### src/rtl/matrix_add_if.sv
// Handshake/bus bundle between the matrix-adder initiator and its host, adder and sink.
// The master view is the initiator itself; the slave view is everything around it.
interface matrix_add_if #(
  parameter int N = 2,
  parameter int W = 32
);
  logic             in_valid;
  logic             in_ready;
  logic [W-1:0]     in_data;
  logic [N*N*W-1:0] A;
  logic [N*N*W-1:0] B;
  logic             A_stb;
  logic             B_stb;
  logic             result_ready;
  logic             result_ack;
  logic [N*N*W-1:0] result;
  logic             out_valid;
  logic             out_ready;
  logic [W-1:0]     out_data;
  logic             out_last;
  logic             busy;
  logic             timeout_err;

  modport master (
    input  in_valid, in_data, result_ready, result, out_ready,
    output in_ready, A, B, A_stb, B_stb, result_ack,
           out_valid, out_data, out_last, busy, timeout_err
  );

  modport slave (
    output in_valid, in_data, result_ready, result, out_ready,
    input  in_ready, A, B, A_stb, B_stb, result_ack,
           out_valid, out_data, out_last, busy, timeout_err
  );
endinterface

### src/rtl/matrix_add_initiator.sv
// Initiator for the matrix adder: packs streamed A/B elements, strobes the adder,
// captures its result exactly once and streams the result matrix back out.
module matrix_add_initiator #(
  parameter int N       = 2,
  parameter int W       = 32,
  parameter int TIMEOUT = 1024
) (
  input  logic         clk,
  input  logic         reset,
  matrix_add_if.master bus
);
  localparam int NE = N * N;
  localparam int IW = (NE > 1) ? $clog2(NE) : 1;
  localparam int CW = (TIMEOUT > 1) ? $clog2(TIMEOUT) : 1;
  localparam logic [IW-1:0] LAST_IDX = IW'(NE - 1);
  localparam logic [CW-1:0] LAST_CNT = CW'(TIMEOUT - 1);

  typedef enum logic [2:0] {LOAD_A, LOAD_B, REQ, ACK, DRAIN} state_e;

  state_e          state_q, state_d;
  logic [IW-1:0]   idx_q, idx_d;
  logic [CW-1:0]   cnt_q, cnt_d;
  logic [NE*W-1:0] a_q, a_d;
  logic [NE*W-1:0] b_q, b_d;
  logic [NE*W-1:0] res_q, res_d;
  logic [W-1:0]    out_data_q, out_data_d;
  logic            stb_q, stb_d;
  logic            ack_q, ack_d;
  logic            out_valid_q, out_valid_d;
  logic            out_last_q, out_last_d;
  logic            busy_q, busy_d;
  logic            timeout_err_q, timeout_err_d;

  logic            loading;
  logic            accept;
  logic            idx_last;
  logic [IW-1:0]   idx_nxt;

  assign loading  = (state_q == LOAD_A) || (state_q == LOAD_B);
  assign accept   = loading && bus.in_valid;
  assign idx_last = (idx_q == LAST_IDX);
  assign idx_nxt  = idx_q + IW'(1);

  // NOTE: every *_d starts from its *_q so no path through this block can infer a latch.
  always_comb begin
    state_d       = state_q;
    idx_d         = idx_q;
    cnt_d         = cnt_q;
    a_d           = a_q;
    b_d           = b_q;
    res_d         = res_q;
    out_data_d    = out_data_q;
    stb_d         = stb_q;
    ack_d         = ack_q;
    out_valid_d   = out_valid_q;
    out_last_d    = out_last_q;
    busy_d        = busy_q;
    timeout_err_d = timeout_err_q;

    unique case (state_q)
      LOAD_A: begin
        if (accept) begin
          a_d[int'(idx_q)*W +: W] = bus.in_data;
          idx_d = idx_last ? '0 : idx_nxt;
          if (idx_last) state_d = LOAD_B;
        end
      end

      LOAD_B: begin
        if (accept) begin
          b_d[int'(idx_q)*W +: W] = bus.in_data;
          idx_d = idx_last ? '0 : idx_nxt;
          if (idx_last) begin
            state_d = REQ;
            stb_d   = 1'b1;
            busy_d  = 1'b1;
            cnt_d   = '0;
          end
        end
      end

      REQ: begin
        if (bus.result_ready) begin
          res_d   = bus.result;
          ack_d   = 1'b1;
          stb_d   = 1'b0;
          cnt_d   = '0;
          state_d = ACK;
        end else if (cnt_q == LAST_CNT) begin
          // Abandon the operation; A/B keep their contents until reloaded.
          timeout_err_d = 1'b1;
          stb_d         = 1'b0;
          busy_d        = 1'b0;
          cnt_d         = '0;
          state_d       = LOAD_A;
        end else begin
          cnt_d = cnt_q + CW'(1);
        end
      end

      ACK: begin
        if (!bus.result_ready) begin
          ack_d       = 1'b0;
          idx_d       = '0;
          out_valid_d = 1'b1;
          out_data_d  = res_q[0 +: W];
          out_last_d  = (NE == 1);
          state_d     = DRAIN;
        end
      end

      DRAIN: begin
        if (bus.out_ready) begin
          if (idx_last) begin
            out_valid_d = 1'b0;
            out_last_d  = 1'b0;
            busy_d      = 1'b0;
            idx_d       = '0;
            state_d     = LOAD_A;
          end else begin
            idx_d      = idx_nxt;
            out_data_d = res_q[int'(idx_nxt)*W +: W];
            out_last_d = (idx_nxt == LAST_IDX);
          end
        end
      end

      default: state_d = LOAD_A;
    endcase
  end

  // NOTE: sequential state uses non-blocking assignments so every flop samples pre-edge values.
  always_ff @(posedge clk) begin
    if (!reset) begin
      state_q       <= LOAD_A;
      idx_q         <= '0;
      cnt_q         <= '0;
      // NOTE: the wide operand/result registers are reset too, because they drive ports that must read 0.
      a_q           <= '0;
      b_q           <= '0;
      res_q         <= '0;
      out_data_q    <= '0;
      stb_q         <= 1'b0;
      ack_q         <= 1'b0;
      out_valid_q   <= 1'b0;
      out_last_q    <= 1'b0;
      busy_q        <= 1'b0;
      timeout_err_q <= 1'b0;
    end else begin
      state_q       <= state_d;
      idx_q         <= idx_d;
      cnt_q         <= cnt_d;
      a_q           <= a_d;
      b_q           <= b_d;
      res_q         <= res_d;
      out_data_q    <= out_data_d;
      stb_q         <= stb_d;
      ack_q         <= ack_d;
      out_valid_q   <= out_valid_d;
      out_last_q    <= out_last_d;
      busy_q        <= busy_d;
      timeout_err_q <= timeout_err_d;
    end
  end

  assign bus.in_ready    = loading && reset;
  assign bus.A           = a_q;
  assign bus.B           = b_q;
  assign bus.A_stb       = stb_q;
  assign bus.B_stb       = stb_q;
  assign bus.result_ack  = ack_q;
  assign bus.out_valid   = out_valid_q;
  assign bus.out_data    = out_data_q;
  assign bus.out_last    = out_last_q;
  assign bus.busy        = busy_q;
  assign bus.timeout_err = timeout_err_q;
endmodule

### src/flat_wrapper.sv
// flat-port wrapper written by rule: the top's interface ports become plain ports
module matrix_add_initiator_flat 
#(
  parameter int N       = 2,
  parameter int W       = 32,
  parameter int TIMEOUT = 1024
)
  (clk, reset, bus_in_valid, bus_in_data, bus_result_ready, bus_result, bus_out_ready, bus_in_ready, bus_A, bus_B, bus_A_stb, bus_B_stb, bus_result_ack, bus_out_valid, bus_out_data, bus_out_last, bus_busy, bus_timeout_err);
  matrix_add_if #(.N(N), .W(W)) bus_i ();
  input  logic clk;
  input  logic reset;
  input wire logic [$bits(bus_i.in_valid)-1:0] bus_in_valid;
  input wire logic [$bits(bus_i.in_data)-1:0] bus_in_data;
  input wire logic [$bits(bus_i.result_ready)-1:0] bus_result_ready;
  input wire logic [$bits(bus_i.result)-1:0] bus_result;
  input wire logic [$bits(bus_i.out_ready)-1:0] bus_out_ready;
  output wire logic [$bits(bus_i.in_ready)-1:0] bus_in_ready;
  output wire logic [$bits(bus_i.A)-1:0] bus_A;
  output wire logic [$bits(bus_i.B)-1:0] bus_B;
  output wire logic [$bits(bus_i.A_stb)-1:0] bus_A_stb;
  output wire logic [$bits(bus_i.B_stb)-1:0] bus_B_stb;
  output wire logic [$bits(bus_i.result_ack)-1:0] bus_result_ack;
  output wire logic [$bits(bus_i.out_valid)-1:0] bus_out_valid;
  output wire logic [$bits(bus_i.out_data)-1:0] bus_out_data;
  output wire logic [$bits(bus_i.out_last)-1:0] bus_out_last;
  output wire logic [$bits(bus_i.busy)-1:0] bus_busy;
  output wire logic [$bits(bus_i.timeout_err)-1:0] bus_timeout_err;
  assign bus_i.in_valid = bus_in_valid;
  assign bus_i.in_data = bus_in_data;
  assign bus_i.result_ready = bus_result_ready;
  assign bus_i.result = bus_result;
  assign bus_i.out_ready = bus_out_ready;
  assign bus_in_ready = bus_i.in_ready;
  assign bus_A = bus_i.A;
  assign bus_B = bus_i.B;
  assign bus_A_stb = bus_i.A_stb;
  assign bus_B_stb = bus_i.B_stb;
  assign bus_result_ack = bus_i.result_ack;
  assign bus_out_valid = bus_i.out_valid;
  assign bus_out_data = bus_i.out_data;
  assign bus_out_last = bus_i.out_last;
  assign bus_busy = bus_i.busy;
  assign bus_timeout_err = bus_i.timeout_err;
  matrix_add_initiator #(.N(N), .W(W), .TIMEOUT(TIMEOUT)) u_core (.clk(clk), .reset(reset), .bus(bus_i));
endmodule
### config.mk
export PLATFORM = sky130hd
export DESIGN_NAME = matrix_add_initiator_flat
export DESIGN_NICKNAME = d
export VERILOG_FILES = /design/src/rtl/matrix_add_if.sv /design/src/rtl/matrix_add_initiator.sv /design/src/flat_wrapper.sv
export SDC_FILE = /design/constraint.sdc
export NUM_CORES = 1
export LEC_CHECK = 0
export ABC_CLOCK_PERIOD_IN_PS = 3750
export CAP_MARGIN = 15
export CORE_MARGIN = 4
export CORE_UTILIZATION = 45
export CTS_BUF_LIST = sky130_fd_sc_hd__clkbuf_8
export DETAILED_ROUTE_END_ITERATION = 8
export PLACE_DENSITY_LB_ADDON = 0.12
export SYNTH_ARGS = -nofsm -noshare
export SYNTH_HDL_FRONTEND = slang
export SYNTH_SLANG_ARGS = --single-unit
### constraint.sdc
create_clock -name clk -period 3.75 [get_ports clk]
set_input_delay 0.75 -clock clk [delete_from_list [all_inputs] [get_ports clk]]
set_output_delay 0.75 -clock clk [all_outputs]
set_load 0.005 [all_outputs]
==> impl_metrics.env, run 1 <==
export IMPL_status="finished clean"
export IMPL_synthMuxAreaShare_pct=1.96
export IMPL_cts_reportedPaths_clkPinSlew_ps=50
export IMPL_synth_cell_area_mm2=0.0169
export IMPL_placement_io_buffers=460
export IMPL_max_fclk_mhz=343
export IMPL_worst_path_max_delay_cell="clkdlybuf4s50_1"
export IMPL_cts_root_buffer_cell="clkbuf_8"
export IMPL_reg2regPathDepth=5
export IMPL_seq_area_frac_synth_pct=51.6
export IMPL_fill_cells=3141
export IMPL_postSynthRegisterBits=437
export IMPL_rsz0062_at_grt="false"
export IMPL_die_height_um=202
export IMPL_finalNonFillerCells=2950
export IMPL_routabilityCongestion=0.855
export IMPL_worst_skew_pair_late_latency_ps=620
export IMPL_die_w_um=202
export IMPL_hold_depth=2
export IMPL_p_leak_nw=7.57
export IMPL_layout_cells_most_common="nand2_1"
export IMPL_synth_simple_area_share_pct=21.7
export IMPL_flow_area_growth_from_synthesis_pct=36.4
export IMPL_numClockSinks=437
export IMPL_synthDistinctLibCells=57
export IMPL_avgSynthCellArea_um2=8.35
export IMPL_design_die_area_mm2=0.0408
export IMPL_placed_cells=2824
export IMPL_cts_buffer_depth=3
export IMPL_timing_critical_path_required_ps=3000
export IMPL_area_share_of_fa_ha_maj_cells_after_synthesis_pct=0.369
export IMPL_timing_slew_headroom_pct=42.2
export IMPL_synthArstFlopShare_pct=0
export IMPL_cellPowerDensity_mw_per_mm2=416
export IMPL_syn_instance_count=2029
export IMPL_cts_setup_buffers=0
export IMPL_grt_start_max_net_pins=171
export IMPL_maxCapViolations=0
export IMPL_timing_max_transition_violations_final=0
export IMPL_mostFrequentLayoutCells="472 x nand2_1, 460 x clkdlybuf4s50_1, 436 x dfxtp_1"
export IMPL_nNetsFinal=2567
export IMPL_final_min_clock_period_ps=2910
export IMPL_dp_hpwl_mm=40.3
export IMPL_synth_xor_area_share_pct=0.310
export IMPL_first_global_vias=15822
export IMPL_detail_route_antenna_nets=0
export IMPL_detail_route_drc_violations=0
export IMPL_final_period_utilization_pct=77.7
export IMPL_ctsHtreeMaxLevel=3
export IMPL_synth_edff_count=0
export IMPL_critical_path_max_stage_delay_ps=700
export IMPL_floorplan_row_count=70
export IMPL_r2r_slack_ps=1160
export IMPL_dominant_combinational_cell_family_by_area_after_synthesis="simple AND/OR/NAND/NOR gates"
export IMPL_vias=15946
export IMPL_post_drt_via_cell_ratio=5.41
export IMPL_timing_setup_tns_ps=0
export IMPL_synth_compound_gate_area_share_pct=18.2
export IMPL_yosys_warnings=0
export IMPL_firstDrtPassIters=5
export IMPL_starting_density_of_the_core_pct=45.9
export IMPL_critPathArrivalTime_ps=2160
export IMPL_grt_overflow_total=0
export IMPL_cp_start_kind="input pin"
export IMPL_multi_input_comb_area_mm2=0.00723
export IMPL_cts_repair_resize_count=0
export IMPL_number_of_antenna_violations_at_the_first_check_in_global_routing=3
export IMPL_drive_gt1_share_pct=8.88
export IMPL_timing_setup_critical_path_class="in2out"
export IMPL_wire_length_of_the_first_global_routing_pass_mm=91.5
export IMPL_hold_path_class="reg2reg"
export IMPL_critPathCaptureType="primary output"
export IMPL_ff_latch_area_mm2=0.00875
export IMPL_cp_num_cells=4
export IMPL_report_final_setup_viol=0
export IMPL_crit_top_cell="clkdlybuf4s50_1"
export IMPL_max_vdd_ir_drop_v=0.000351
export IMPL_detail_route_wirelength_mm=59.5
export IMPL_mappedNetlistNets=2199
export IMPL_crit_family="buffers and inverters"
export IMPL_total_routing_usage_gr_pct=28.0
export IMPL_detail_route_iter0_violations=1076
export IMPL_timing_critical_path_buf_inv=3
export IMPL_floorplan_core_area_mm2=0.0369
export IMPL_final_hold_violation_count=0
export IMPL_holdBufCountCts=0
export IMPL_final_setup_skew_ps=22.3
export IMPL_wire_per_inst_um=20.2
export IMPL_tightest_slew_ps=868
export IMPL_io_pins=461
export IMPL_top_flip_flop_cell_by_instance_count_after_synthesis="dfxtp_1"
export IMPL_path_cells="clkdlybuf4s50_1, inv_8, nor3_1, clkdlybuf4s50_1"
export IMPL_cts_tree="yes"
export IMPL_critical_path_peak_fanout=7
export IMPL_cts_inserted_buffers=75
==> cell families after synthesis <==
kind of cell               Yosys count
xor gates and xnor gates             6
muxes                               33
AOI/OAI and AO/OA                  485
buffers and inverters              217
adders and majority gates            5
DFF                                437
and+or+nand+nor                    846
==> power breakdown <==
| group | internal, mW | switching, mW |
|---|---|---|
| registers | 4.67 | 0.0161 |
| clock network | 2.34 | 1.87 |
| logic | 0.311 | 0.407 |
==> layout make-up <==
type,count,area share [%]
timing repair buffer,501,21.6
antenna,2,0.0217
multi-input combinational,1375,31.3
tap,504,2.73
sequential,437,37.9
inverter,7,0.146
clock buffer,99,5.90
clock inverter,25,0.493
==> worst reg2reg max path: cells and delay by family, from the launching register on <==
kind,cells,cell delay [ps]
AND/OR/NAND/NOR,2,960
AO/OA/AOI/OAI,1,100
flip-flops,1,730
buffers and inverters,1,360
multiplexers,1,290
==> cell usage after synthesis, types with 5 or more instances <==
| cell | n | area, µm² |
|---|---|---|
| nand2_1 | 473 | 1780 |
| dfxtp_1 | 437 | 8750 |
| a21oi_1 | 330 | 1650 |
| nand3_1 | 195 | 976 |
| nor2_1 | 108 | 405 |
| clkbuf_1 | 106 | 398 |
| buf_2 | 85 | 425 |
| a22oi_1 | 64 | 480 |
| nand2b_1 | 36 | 225 |
| mux2i_1 | 32 | 320 |
| a211oi_2 | 27 | 338 |
| o221a_2 | 26 | 293 |
| buf_4 | 9 | 67.6 |
| a211oi_1 | 7 | 52.6 |
| inv_1 | 7 | 26.3 |
| o21ai_0 | 6 | 30.0 |
| o221a_1 | 6 | 67.6 |
| and2_1 | 5 | 31.3 |
| buf_6 | 5 | 56.3 |
| ha_1 | 5 | 62.6 |
==> layer usage <==
metal / track usage [%] / part of all wire (%) / up-vias
met2: 46.1 / 48 / 587
li1: - / - / 7613
met4: 11.4 / 3.8 / 2
met3: 8.92 / 8.2 / 122
met1: 34.0 / 40 / 7622
met5: 0 / 0.022 / -
==> through the flow <==
step                      setup WS (ps)  utilization [%]  hold WS, ps  area [µm²]  power [mW]
after floorplan                    1410                -          431       16900        5.12
after global placement              654             58.7          437       21600        5.50
after detailed placement            620             58.7          441       21600        5.50
after CTS                           820             62.7          449       23100        9.72
after global routing                730             62.7          465       23100        10.0
final                               837             62.7          450       23100        9.62
==> worst paths after layout <==
| check | startpoint | end |
|---|---|---|
| worst max-delay path | reset | bus_in_ready |
| worst min-delay path | u_core.res_q[79]$_SDFFE_PN0P_ | u_core.res_q[79]$_SDFFE_PN0P_ |
| worst max register to register | u_core.state_q[2]$_SDFFE_PN0P_ | u_core.bus.out_data[7]$_SDFFE_PN0P_ |
| worst min register to register | u_core.res_q[79]$_SDFFE_PN0P_ | u_core.res_q[79]$_SDFFE_PN0P_ |
==> sequential cells by signal, indices dropped and copies added, names as in the netlist <==
| register | count |
|---|---|
| u_core.bus.A | 128 |
| u_core.bus.B | 128 |
| u_core.res_q | 128 |
| u_core.bus.out_data | 32 |
| u_core.cnt_q | 10 |
| u_core.state_q | 3 |
| u_core.idx_q | 2 |
| u_core.bus.A_stb | 1 |
| u_core.bus.busy | 1 |
| u_core.bus.out_last | 1 |
| u_core.bus.out_valid | 1 |
| u_core.bus.result_ack | 1 |
| u_core.bus.timeout_err | 1 |
No activity file was read; power rests on OpenSTA's default activity.
==> run 2: changes to the inputs <==
Settings changed: ABC_CLOCK_PERIOD_IN_PS 3750 to 2400.
Clock period 3.75 ns to 2.4 ns, I/O delays scaled along.
==> run 2 against run 1 <==
Compared with the run above:
- critical path type is now reg2reg
- combinational power is 62% higher
- sequential power rose by 56%
- largest cell class unchanged
- critical endpoint is now u_core.bus.A[80]$_SDFFE_PN0P_
- hold slack got worse by 33 ps
==> impl_metrics.env, run 2 (synthesis results as in run 1) <==
export IMPL_status="finished clean"
export IMPL_final_cell_utilization_of_the_core_pct=64.0
export IMPL_detail_route_drc_violations=0
export IMPL_firstDrtPassIters=6
export IMPL_timing_slew_headroom_pct=29.2
export IMPL_post_route_worst_setup_slack_ps=126
export IMPL_floorplan_core_area_mm2=0.0369
export IMPL_post_drt_via_cell_ratio=5.40
export IMPL_critPathCaptureType="register"
export IMPL_critical_path_peak_fanout=21
export IMPL_ctsHtreeMaxLevel=3
export IMPL_maxCapViolations=0
export IMPL_cp_start_kind="register"
export IMPL_max_vdd_ir_drop_v=0.000448
export IMPL_mostFrequentLayoutCells="472 x nand2_1, 460 x clkdlybuf4s50_1, 435 x dfxtp_1"
export IMPL_detail_route_iter0_violations=1241
export IMPL_flow_area_growth_from_synthesis_pct=39.3
export IMPL_cts_buffer_depth=3
export IMPL_final_setup_skew_ps=25.3
export IMPL_detail_route_wirelength_mm=60.2
export IMPL_cellPowerDensity_mw_per_mm2=659
export IMPL_routabilityCongestion=0.853
export IMPL_layout_cells_most_common="nand2_1"
export IMPL_final_hold_violation_count=0
export IMPL_die_w_um=202
export IMPL_placed_cells=2842
export IMPL_detail_route_antenna_nets=0
export IMPL_nNetsFinal=2586
export IMPL_rsz0062_at_grt="true"
export IMPL_cts_setup_buffers=0
export IMPL_timing_setup_critical_path_class="reg2reg"
export IMPL_tightest_slew_ps=1060
export IMPL_worst_skew_pair_late_latency_ps=620
export IMPL_detailedPlace_worstSlack_ps=99.1
export IMPL_starting_density_of_the_core_pct=45.9
export IMPL_reg2regPathDepth=6
export IMPL_drive_gt1_share_pct=10.0
export IMPL_design_die_area_mm2=0.0408
export IMPL_cts_tree="yes"
export IMPL_cts_reportedPaths_clkPinSlew_ps=60
export IMPL_setup_worst_path_start="u_core.idx_q[0]$_SDFFE_PN0P_"
export IMPL_wire_length_of_the_first_global_routing_pass_mm=92.7
export IMPL_wire_per_inst_um=20.2
export IMPL_grt_overflow_total=0
export IMPL_dp_hpwl_mm=40.1
export IMPL_r2r_start="u_core.idx_q[0]$_SDFFE_PN0P_"
export IMPL_final_min_clock_period_ps=2270
export IMPL_timing_hold_worst_start="bus_result[83]"
export IMPL_number_of_antenna_violations_at_the_first_check_in_global_routing=3
export IMPL_critPathArrivalTime_ps=2810
export IMPL_hold_depth=3
export IMPL_final_period_utilization_pct=94.7
export IMPL_placement_io_buffers=460
export IMPL_hold_path_class="in2reg"
export IMPL_report_final_setup_viol=0
export IMPL_die_height_um=202
export IMPL_timing_critical_path_required_ps=2940
export IMPL_grt_start_max_net_pins=156
export IMPL_vias=16121
export IMPL_numClockSinks=437
export IMPL_max_fclk_mhz=440
export IMPL_floorplan_row_count=70
export IMPL_timing_max_transition_violations_final=0
export IMPL_r2r_slack_ps=130
export IMPL_total_routing_usage_gr_pct=28.3
export IMPL_first_global_vias=16045
export IMPL_timing_setup_tns_ps=0
export IMPL_cts_root_buffer_cell="clkbuf_8"
export IMPL_finalNonFillerCells=2984
export IMPL_io_pins=461
export IMPL_p_leak_nw=7.81
export IMPL_cts_inserted_buffers=75
[run 2: cell types whose count changed in the layout (fill, tap and decap cells not counted)]
cell       delta
inv_8         +1
inv_1         +3
bufinv_16     +1
dfxtp_1       -1
inv_6         -1
clkbuf_8      +6
dfxtp_2       +1
buf_4         +3
nor2_2        +1
clkinv_2      +5
buf_12       +15
[run 2: where the power goes]
group          internal [mW]  switching (mW)  total [mW]
logic                  0.514           0.647        1.16
registers               7.30          0.0253        7.32
clock network           4.01            3.05        7.06
[run 2: final timing paths]
| path | end |
|---|---|
| worst max-delay path | u_core.bus.A[80]$_SDFFE_PN0P_ |
| worst min-delay path | u_core.res_q[83]$_SDFFE_PN0P_ |
| worst min register to register | u_core.res_q[92]$_SDFFE_PN0P_ |
| worst max register to register | u_core.bus.A[80]$_SDFFE_PN0P_ |
[run 2: routing by layer]
metal | track usage (%) | vias to the layer above | part of all wire, %
met5 | 0 | - | 0.012
met4 | 12.1 | 2 | 4.0
met3 | 8.78 | 128 | 9.2
met2 | 46.4 | 687 | 47
met1 | 34.5 | 7626 | 39
li1 | - | 7678 | -
[run 2: final cells by class]
cell class | instances | area (µm²)
diodes | 2 | 5.00
clock buffers | 105 | 1450
clock inverters | 34 | 183
fillers | 3129 | 13300
inverters | 7 | 33.8
multi-input cells | 1376 | 7240
flip-flops and latches | 437 | 8750
well taps | 504 | 631
repair buffers | 519 | 5310
[run 2: worst max-delay path, cell delays in order (launching register included)]
cell and delay, ps:
dfxtp_2 370, inv_1 70, ha_1 340, nand2b_1 210, nor2_2 880, nand3_1 170
a21oi_1 170
[run 2: metrics by stage]
step	hold slack [ps]	power (mW)	cell area (µm²)
floorplan	431	8.00	16900
global placement	437	8.62	22000
detailed placement	441	8.63	22000
CTS	362	15.7	23600
global route	402	16.1	23600
finish	418	15.5	23600
[run 2: repair_timing]
item                                    4_1_cts  5_1_grt
hold buffers                                  0        0
endpoints found under the setup margin        0       24
resized for setup                             0        1
